$ cat config.mk
export PLATFORM = sky130hd
export DESIGN_NAME = l2_cache_ctrl_nway
export DESIGN_NICKNAME = d
export VERILOG_FILES = /design/src/rtl/lc3b_types.sv /design/src/rtl/plru_tree.sv /design/src/rtl/l2_cache_ctrl_nway.sv
export SDC_FILE = /design/constraint.sdc
export NUM_CORES = 1
export LEC_CHECK = 0
export CORE_MARGIN = 1
export CORE_UTILIZATION = 42
export DETAILED_ROUTE_END_ITERATION = 12
export PLACE_DENSITY = 0.76
export SETUP_SLACK_MARGIN = 0.5
export SYNTH_ARGS = -nofsm -noshare
export SYNTH_HDL_FRONTEND = slang
export SYNTH_SLANG_ARGS = --single-unit
$ cat constraint.sdc
create_clock -name clk -period 2.17 [get_ports clk]
set_input_delay 0.217 -clock clk [delete_from_list [all_inputs] [get_ports clk]]
set_output_delay 0.217 -clock clk [all_outputs]
set_load 0.02 [all_outputs]
$ cat src/rtl/lc3b_types.sv
`default_nettype none
// ----------------------------------------------------------------------------
// lc3b_types : shared L2 controller types (FSM state, PLRU sizing helper)
// Rev 1.0
// ----------------------------------------------------------------------------
package lc3b_types;

   typedef enum logic [2:0] {
      ST_IDLE    = 3'd0,
      ST_WB      = 3'd1,
      ST_FILL    = 3'd2,
      ST_REPLAY  = 3'd3,
      ST_WAROUND = 3'd4
   } l2_state_t;

   // A binary PLRU tree over WAYS leaves holds WAYS-1 node bits.
   function automatic int plru_width(input int ways);
      return ways - 1;
   endfunction

endpackage
`default_nettype wire

$ cat src/rtl/plru_tree.sv
`default_nettype none
// ----------------------------------------------------------------------------
// plru_tree : tree-PLRU victim select and touch update (combinational)
// Rev 1.0
// ----------------------------------------------------------------------------
module plru_tree import lc3b_types::*; #(
   parameter int WAYS = 4
) (
   input  logic [plru_width(WAYS)-1:0] plru_bits,
   input  logic [$clog2(WAYS)-1:0]     touch_way,
   output logic [$clog2(WAYS)-1:0]     victim,
   output logic [plru_width(WAYS)-1:0] plru_next
);

   localparam int c_log       = $clog2(WAYS);
   localparam int c_leaf_base_i = WAYS - 1;
   localparam logic [c_log:0] c_leaf_base = c_leaf_base_i[c_log:0];
   localparam logic [c_log:0] c_one       = {{c_log{1'b0}}, 1'b1};

   // Heap-ordered tree: node n has children 2n+1 / 2n+2; a bit of 1 points right.
   logic [WAYS-1:0] w_tree_in;
   logic [WAYS-1:0] w_tree_out;
   logic [c_log:0]  w_walk;
   logic [c_log:0]  w_leaf;
   logic [c_log:0]  w_up;
   logic [c_log:0]  w_parent;
   logic            w_unused;

   assign w_tree_in = {1'b0, plru_bits};

   always_comb begin
      w_walk = '0;
      for (int l = 0; l < c_log; l++)
         w_walk = {w_walk[c_log-1:0], 1'b0} + c_one
                + {{c_log{1'b0}}, w_tree_in[w_walk[c_log-1:0]]};
      w_leaf = w_walk - c_leaf_base;
   end

   assign victim = w_leaf[c_log-1:0];

   // Walk from the touched leaf to the root, pointing every node away from it.
   always_comb begin
      w_tree_out = w_tree_in;
      w_up       = {1'b0, touch_way} + c_leaf_base;
      w_parent   = '0;
      for (int l = 0; l < c_log; l++) begin
         w_parent = (w_up - c_one) >> 1;
         w_tree_out[w_parent[c_log-1:0]] = w_up[0];
         w_up = w_parent;
      end
   end

   assign plru_next = w_tree_out[WAYS-2:0];
   assign w_unused  = ^{w_tree_out[WAYS-1], w_leaf[c_log]};

endmodule
`default_nettype wire

$ cat src/rtl/l2_cache_ctrl_nway.sv
`default_nettype none
// ----------------------------------------------------------------------------
// l2_cache_ctrl_nway : N-way write-back L2 control FSM with tree-PLRU and counters
// Rev 1.0
// ----------------------------------------------------------------------------
module l2_cache_ctrl_nway import lc3b_types::*; #(
   parameter int WAYS        = 4,
   parameter bit WRITE_ALLOC = 1'b1,
   parameter int CNT_W       = 32
) (
   input  logic                        clk,
   input  logic                        reset,
   input  logic                        cache_read,
   input  logic                        cache_write,
   input  logic [WAYS-1:0]             hit_vec,
   input  logic [WAYS-1:0]             valid_vec,
   input  logic [WAYS-1:0]             dirty_vec,
   input  logic [plru_width(WAYS)-1:0] plru_bits,
   input  logic                        mem_resp,
   output logic                        cache_resp,
   output logic                        mem_read,
   output logic                        mem_write,
   output logic                        mem_addr_sel,
   output logic                        data_sel,
   output logic [WAYS-1:0]             load_way,
   output logic                        load_tag,
   output logic [WAYS-1:0]             load_dirty,
   output logic                        dirty_in,
   output logic                        load_plru,
   output logic [plru_width(WAYS)-1:0] plru_next,
   output logic [$clog2(WAYS)-1:0]     victim_way,
   output logic [CNT_W-1:0]            hit_count,
   output logic [CNT_W-1:0]            miss_count,
   output logic [CNT_W-1:0]            wb_count
);

   localparam int c_idx_w = $clog2(WAYS);
   localparam logic [WAYS-1:0]  c_way_one = {{(WAYS-1){1'b0}}, 1'b1};
   localparam logic [CNT_W-1:0] c_cnt_one = {{(CNT_W-1){1'b0}}, 1'b1};

   l2_state_t          r_state, w_next_state;
   logic [c_idx_w-1:0] r_victim;
   logic [CNT_W-1:0]   r_hit_cnt, r_miss_cnt, r_wb_cnt;

   logic [c_idx_w-1:0] w_hit_idx, w_inv_idx, w_plru_victim, w_miss_victim;
   logic [WAYS-1:0]    w_hit_oh, w_victim_oh;
   logic               w_req, w_is_write, w_hit, w_inv_any, w_victim_dirty;
   logic               w_victim_latch, w_hit_inc, w_miss_inc, w_wb_inc;

   assign w_req      = cache_read | cache_write;
   assign w_is_write = cache_write & ~cache_read;
   assign w_hit      = |hit_vec;
   assign w_inv_any  = ~&valid_vec;

   // Lowest-index hit way and lowest-index invalid way.
   always_comb begin
      w_hit_idx = '0;
      w_inv_idx = '0;
      for (int i = WAYS - 1; i >= 0; i--) begin
         if (hit_vec[i])    w_hit_idx = c_idx_w'(i);
         if (!valid_vec[i]) w_inv_idx = c_idx_w'(i);
      end
   end

   plru_tree #(.WAYS(WAYS)) u_plru (
      .plru_bits (plru_bits),
      .touch_way (w_hit_idx),
      .victim    (w_plru_victim),
      .plru_next (plru_next)
   );

   assign w_miss_victim  = w_inv_any ? w_inv_idx : w_plru_victim;
   assign w_victim_dirty = valid_vec[w_miss_victim] & dirty_vec[w_miss_victim];
   assign w_hit_oh       = c_way_one << w_hit_idx;
   assign w_victim_oh    = c_way_one << r_victim;

   always_ff @(posedge clk) begin
      if (reset) begin
         r_state    <= ST_IDLE;
         r_victim   <= '0;
         r_hit_cnt  <= '0;
         r_miss_cnt <= '0;
         r_wb_cnt   <= '0;
      end else begin
         r_state <= w_next_state;
         if (w_victim_latch) r_victim <= w_miss_victim;
         if (w_hit_inc  && !(&r_hit_cnt))  r_hit_cnt  <= r_hit_cnt  + c_cnt_one;
         if (w_miss_inc && !(&r_miss_cnt)) r_miss_cnt <= r_miss_cnt + c_cnt_one;
         if (w_wb_inc   && !(&r_wb_cnt))   r_wb_cnt   <= r_wb_cnt   + c_cnt_one;
      end
   end

   always_comb begin
      w_next_state   = r_state;
      cache_resp     = 1'b0;
      mem_read       = 1'b0;
      mem_write      = 1'b0;
      mem_addr_sel   = 1'b0;
      data_sel       = 1'b0;
      load_way       = '0;
      load_tag       = 1'b0;
      load_dirty     = '0;
      dirty_in       = 1'b0;
      load_plru      = 1'b0;
      w_victim_latch = 1'b0;
      w_hit_inc      = 1'b0;
      w_miss_inc     = 1'b0;
      w_wb_inc       = 1'b0;

      if (!reset) begin
         case (r_state)
            ST_IDLE: begin
               if (w_req && w_hit) begin
                  cache_resp = 1'b1;
                  load_plru  = 1'b1;
                  w_hit_inc  = 1'b1;
                  if (w_is_write) begin
                     load_way   = w_hit_oh;
                     load_dirty = w_hit_oh;
                     dirty_in   = 1'b1;
                  end
               end else if (w_req) begin
                  w_miss_inc = 1'b1;
                  if (w_is_write && !WRITE_ALLOC) begin
                     w_next_state = ST_WAROUND;
                  end else begin
                     w_victim_latch = 1'b1;
                     w_next_state   = w_victim_dirty ? ST_WB : ST_FILL;
                  end
               end
            end
            ST_WB: begin
               mem_write    = 1'b1;
               mem_addr_sel = 1'b1;
               if (mem_resp) begin
                  load_dirty   = w_victim_oh;
                  w_wb_inc     = 1'b1;
                  w_next_state = ST_FILL;
               end
            end
            ST_FILL: begin
               mem_read = 1'b1;
               if (mem_resp) begin
                  load_way     = w_victim_oh;
                  load_tag     = 1'b1;
                  load_dirty   = w_victim_oh;
                  data_sel     = 1'b1;
                  w_next_state = ST_REPLAY;
               end
            end
            ST_REPLAY: begin
               // A missing hit here means the fill did not land; drop back quietly.
               w_next_state = ST_IDLE;
               if (w_hit) begin
                  cache_resp = 1'b1;
                  load_plru  = 1'b1;
                  if (w_is_write) begin
                     load_way   = w_hit_oh;
                     load_dirty = w_hit_oh;
                     dirty_in   = 1'b1;
                  end
               end
            end
            ST_WAROUND: begin
               mem_write = 1'b1;
               if (mem_resp) begin
                  cache_resp   = 1'b1;
                  w_next_state = ST_IDLE;
               end
            end
            default: w_next_state = ST_IDLE;
         endcase
      end
   end

   assign victim_way = r_victim;
   assign hit_count  = r_hit_cnt;
   assign miss_count = r_miss_cnt;
   assign wb_count   = r_wb_cnt;

endmodule
`default_nettype wire

==> impl_metrics.py <==
metrics = {
    "layout": {
        "drive_above_1_share_pct": 47.1,
        "nFillCells": 706,
        "syn2layout_area_growth_pct": 84.4,
        "mostFrequentLayoutCell": "buf_4",
        "nets": 1001,
        "antennaDiodeCount": 0,
        "layout_common_cells": "buf_4 (121), clkdlybuf4s50_1 (77), buf_6 (56), dfxtp_4 (44), dfxtp_2 (41)",
    },
    "cts": {
        "tritoncts": "built",
        "htreeDepth": 3,
        "clockBufferDepth": 2,
        "clkTransAtPathRegs_ns": 0.07,
        "cts.sinks": 100,
        "clk_latency_ns": 0.36,
        "cts_buffers": 9,
        "root_buffer": "clkbuf_16",
    },
    "sta": {
        "fin_crit_sh_pct": 104,
        "hold_viol": 0,
        "layout_min_cycle_time_ns": 2.26,
        "layout_setup_ws_ns": -0.0907,
        "skew_ns": 0.00905,
        "setup_violations": 7,
        "final_max_slew_viol_count": 0,
        "max_freq_mhz": 442,
        "slew-limit-headroom_pct": 65.2,
        "rsz0062_at_grt": "yes",
        "worst_slew_pin_slew_ns": 0.518,
        "fin_setup_tns_ns": -0.197,
        "fin_hold_ws_ns": 0.255,
    },
    "setup_path": {
        "worst-setup-path-type": "reg2reg",
        "cp_max_fo": 4,
        "cp.required_ns": 2.40,
        "crit_path_end_kind": "flip-flop",
        "slowest_stage": "dfxtp_4",
        "arrival_ns": 2.49,
        "crit_path_frequent_cell": "buf_4",
        "crit_path_start_kind": "flip-flop",
        "critical-path-max-stage-delay_ns": 0.39,
        "path_delay_family": "simple AND/OR/NAND/NOR gates",
        "cp_cell_sequence": "buf_4 -> ha_4 -> nand4b_1 -> nor4_4 -> buf_4 -> o211ai_1 -> buf_4 -> o21ai_1 -> a21oi_2",
        "path_buf_inv": 3,
    },
    "drt": {
        "firstDrtPassIters": 5,
        "wire_per_inst_um": 19.2,
        "postRouteAntennaNets": 0,
        "drcViolationCount": 0,
        "viasPerCell": 6.09,
        "wirelength_um": 22000,
        "drtIter0Drc": 553,
        "num_vias": 6969,
    },
    "global_routing": {
        "grt_max_degree": 38,
        "use_met2_pct": 52.1,
        "grt_util_met3_pct": 4.89,
        "grt_overflow": 0,
        "met1_usage_pct": 33.7,
        "grt_pass1_vias": 6533,
        "track_usage_pct": 29.2,
        "grt_pass1_wl_um": 31400,
        "gr-max-usage-layer": "met2",
        "antenna_found_initial": 0,
    },
    "synth": {
        "synth_edf_count": 0,
        "ys_seq_area_share_pct": 36.0,
        "yosysWarningCount": 0,
        "syn-num-nets": 715,
        "postSynthAreaPerCell_um2": 8.16,
        "syn_area_um2": 5550,
        "synthCells": 681,
        "ys_types": 60,
        "ys.flop_type": "dfxtp_1",
        "ys_ff_latch": 100,
        "ys_async_sr_fraction_pct": 0,
    },
    "floorplan": {
        "rows": 41,
        "die-area_um2": 13700,
        "ioPinCount": 137,
        "initial_utilization_pct": 43.5,
        "core_um2": 12800,
        "die_y_um": 117,
        "die_w_um": 117,
    },
    "job": {
        "drv_cap": 0,
    },
    "status": {
        "violations": "setup timing",
        "status": "finished, violations left",
    },
    "place": {
        "dp_hpwl_um": 12000,
        "port_buffers": 136,
        "routabilityCongestion": 0.829,
        "dp_slack_ns": -0.623,
    },
    "pwr": {
        "vdd_drop_max_mv": 0.450,
        "p_per_area_nw_per_um2": 540,
        "p_leak_uw": 0.00421,
    },
    "min_path": {
        "hp-class": "in2reg",
    },
}
sequential cells by signal, summed over array words and instances (netlist names):
name and flops:
wb_count 32, r_state 2, miss_count 32, victim_way 2
hit_count 32
power by group:
part	internal [uW]	total (uW)	switching (uW)
clock	1140	1910	777
combinational	879	1730	854
sequential	1840	1880	49.0
synth_stat cells (2+ instances only):
library cell / count / share of area, %
and2_1: 7 / 0.79
or2_2: 3 / 0.34
nand3_1: 43 / 3.9
inv_1: 19 / 1.3
clkbuf_1: 22 / 1.5
nand4b_1: 2 / 0.32
ha_1: 14 / 3.2
buf_2: 4 / 0.36
and4_1: 14 / 2.2
mux2_4: 2 / 0.54
or3_1: 40 / 4.5
a21oi_1: 68 / 6.1
and3_1: 11 / 1.2
mux2_1: 3 / 0.61
nor4_1: 12 / 1.4
o31a_1: 4 / 0.63
o211ai_1: 6 / 0.81
nand4_1: 28 / 3.2
nor3_2: 2 / 0.36
dfxtp_1: 100 / 36
buf_1: 2 / 0.14
or4_4: 2 / 0.41
o41ai_1: 4 / 0.63
nor3_1: 11 / 0.99
xor2_1: 13 / 2.1
buf_4: 3 / 0.41
o21a_1: 7 / 0.95
nor2b_1: 12 / 1.4
xnor2_1: 8 / 1.3
o21ai_0: 40 / 3.6
a31oi_1: 2 / 0.23
nand2_1: 43 / 2.9
mux2i_1: 8 / 1.4
nand2b_1: 3 / 0.34
o31ai_1: 21 / 2.8
nor2_1: 45 / 3.0
mux2_2: 4 / 0.81
or4_1: 23 / 3.1
o311ai_0: 3 / 0.47
o2111ai_1: 3 / 0.47
final cells by class:
class / count / area [um^2] / share of cell area, %
Timing Repair Buffer: 306 / 2970 / 29.0
Sequential cell: 100 / 2220 / 21.7
Inverter: 19 / 78.8 / 0.770
Clock inverter: 7 / 120 / 1.17
Tap cell: 172 / 215 / 2.10
Multi-Input combinational cell: 531 / 4410 / 43.1
Clock buffer: 9 / 225 / 2.20
logic make-up after synthesis:
kind of cell    after synthesis  share of synthesized area, %
mux                          17                          3.40
simple gates                308                          31.7
buf+inv                      50                          3.67
xor+xnor                     21                          3.31
flops                       100                          36.0
compound gates              171                          18.7
fa+ha+maj                    14                          3.15
worst paths after layout:
path | start | to | slack, ns | cells past startpoint
setup / recovery | r_state[0]$_SDFFE_PP0P_ | wb_count[20]$_SDFFE_PP0P_ | -0.09 | 9
hold / removal | reset | victim_way[1]$_SDFFE_PP0P_ | 0.25 | 2
setup reg to reg | r_state[0]$_SDFFE_PP0P_ | wb_count[20]$_SDFFE_PP0P_ | -0.09 | 9
hold reg to reg | hit_count[17]$_SDFFE_PP0P_ | hit_count[17]$_SDFFE_PP0P_ | 0.50 | 2
repair_timing:
action                                  4_1_cts  5_1_grt
setup buffers                                83       18
pin swaps                                    68       70
endpoints found under the setup margin      121      147
hold buffers                                  0        0
gates resized for setup                     217      169
cloned                                        5        1
through the flow:
stage / area (um^2) / power, uW / instances / util, %
2_1_floorplan: 6150 / 2650 / 681 / -
3_3_place_gp: 8020 / 3020 / 1021 / 62.8
3_5_place_dp: 8020 / 3060 / 1021 / 62.8
4_1_cts: 9500 / 5240 / 1125 / 74.4
5_1_grt: 10200 / 5700 / 1144 / 80.2
6_report: 10200 / 5530 / 1144 / 80.2
routing by layer:
layer | share of wire, % | up-vias | wire length (um)
li1 | - | 3154 | -
met1 | 39 | 3346 | 8590
met2 | 50 | 372 | 11100
met3 | 6.4 | 97 | 1420
met4 | 4.4 | 0 | 959
met5 | 0 | - | 0
No activity file was read; power rests on OpenSTA's default activity.
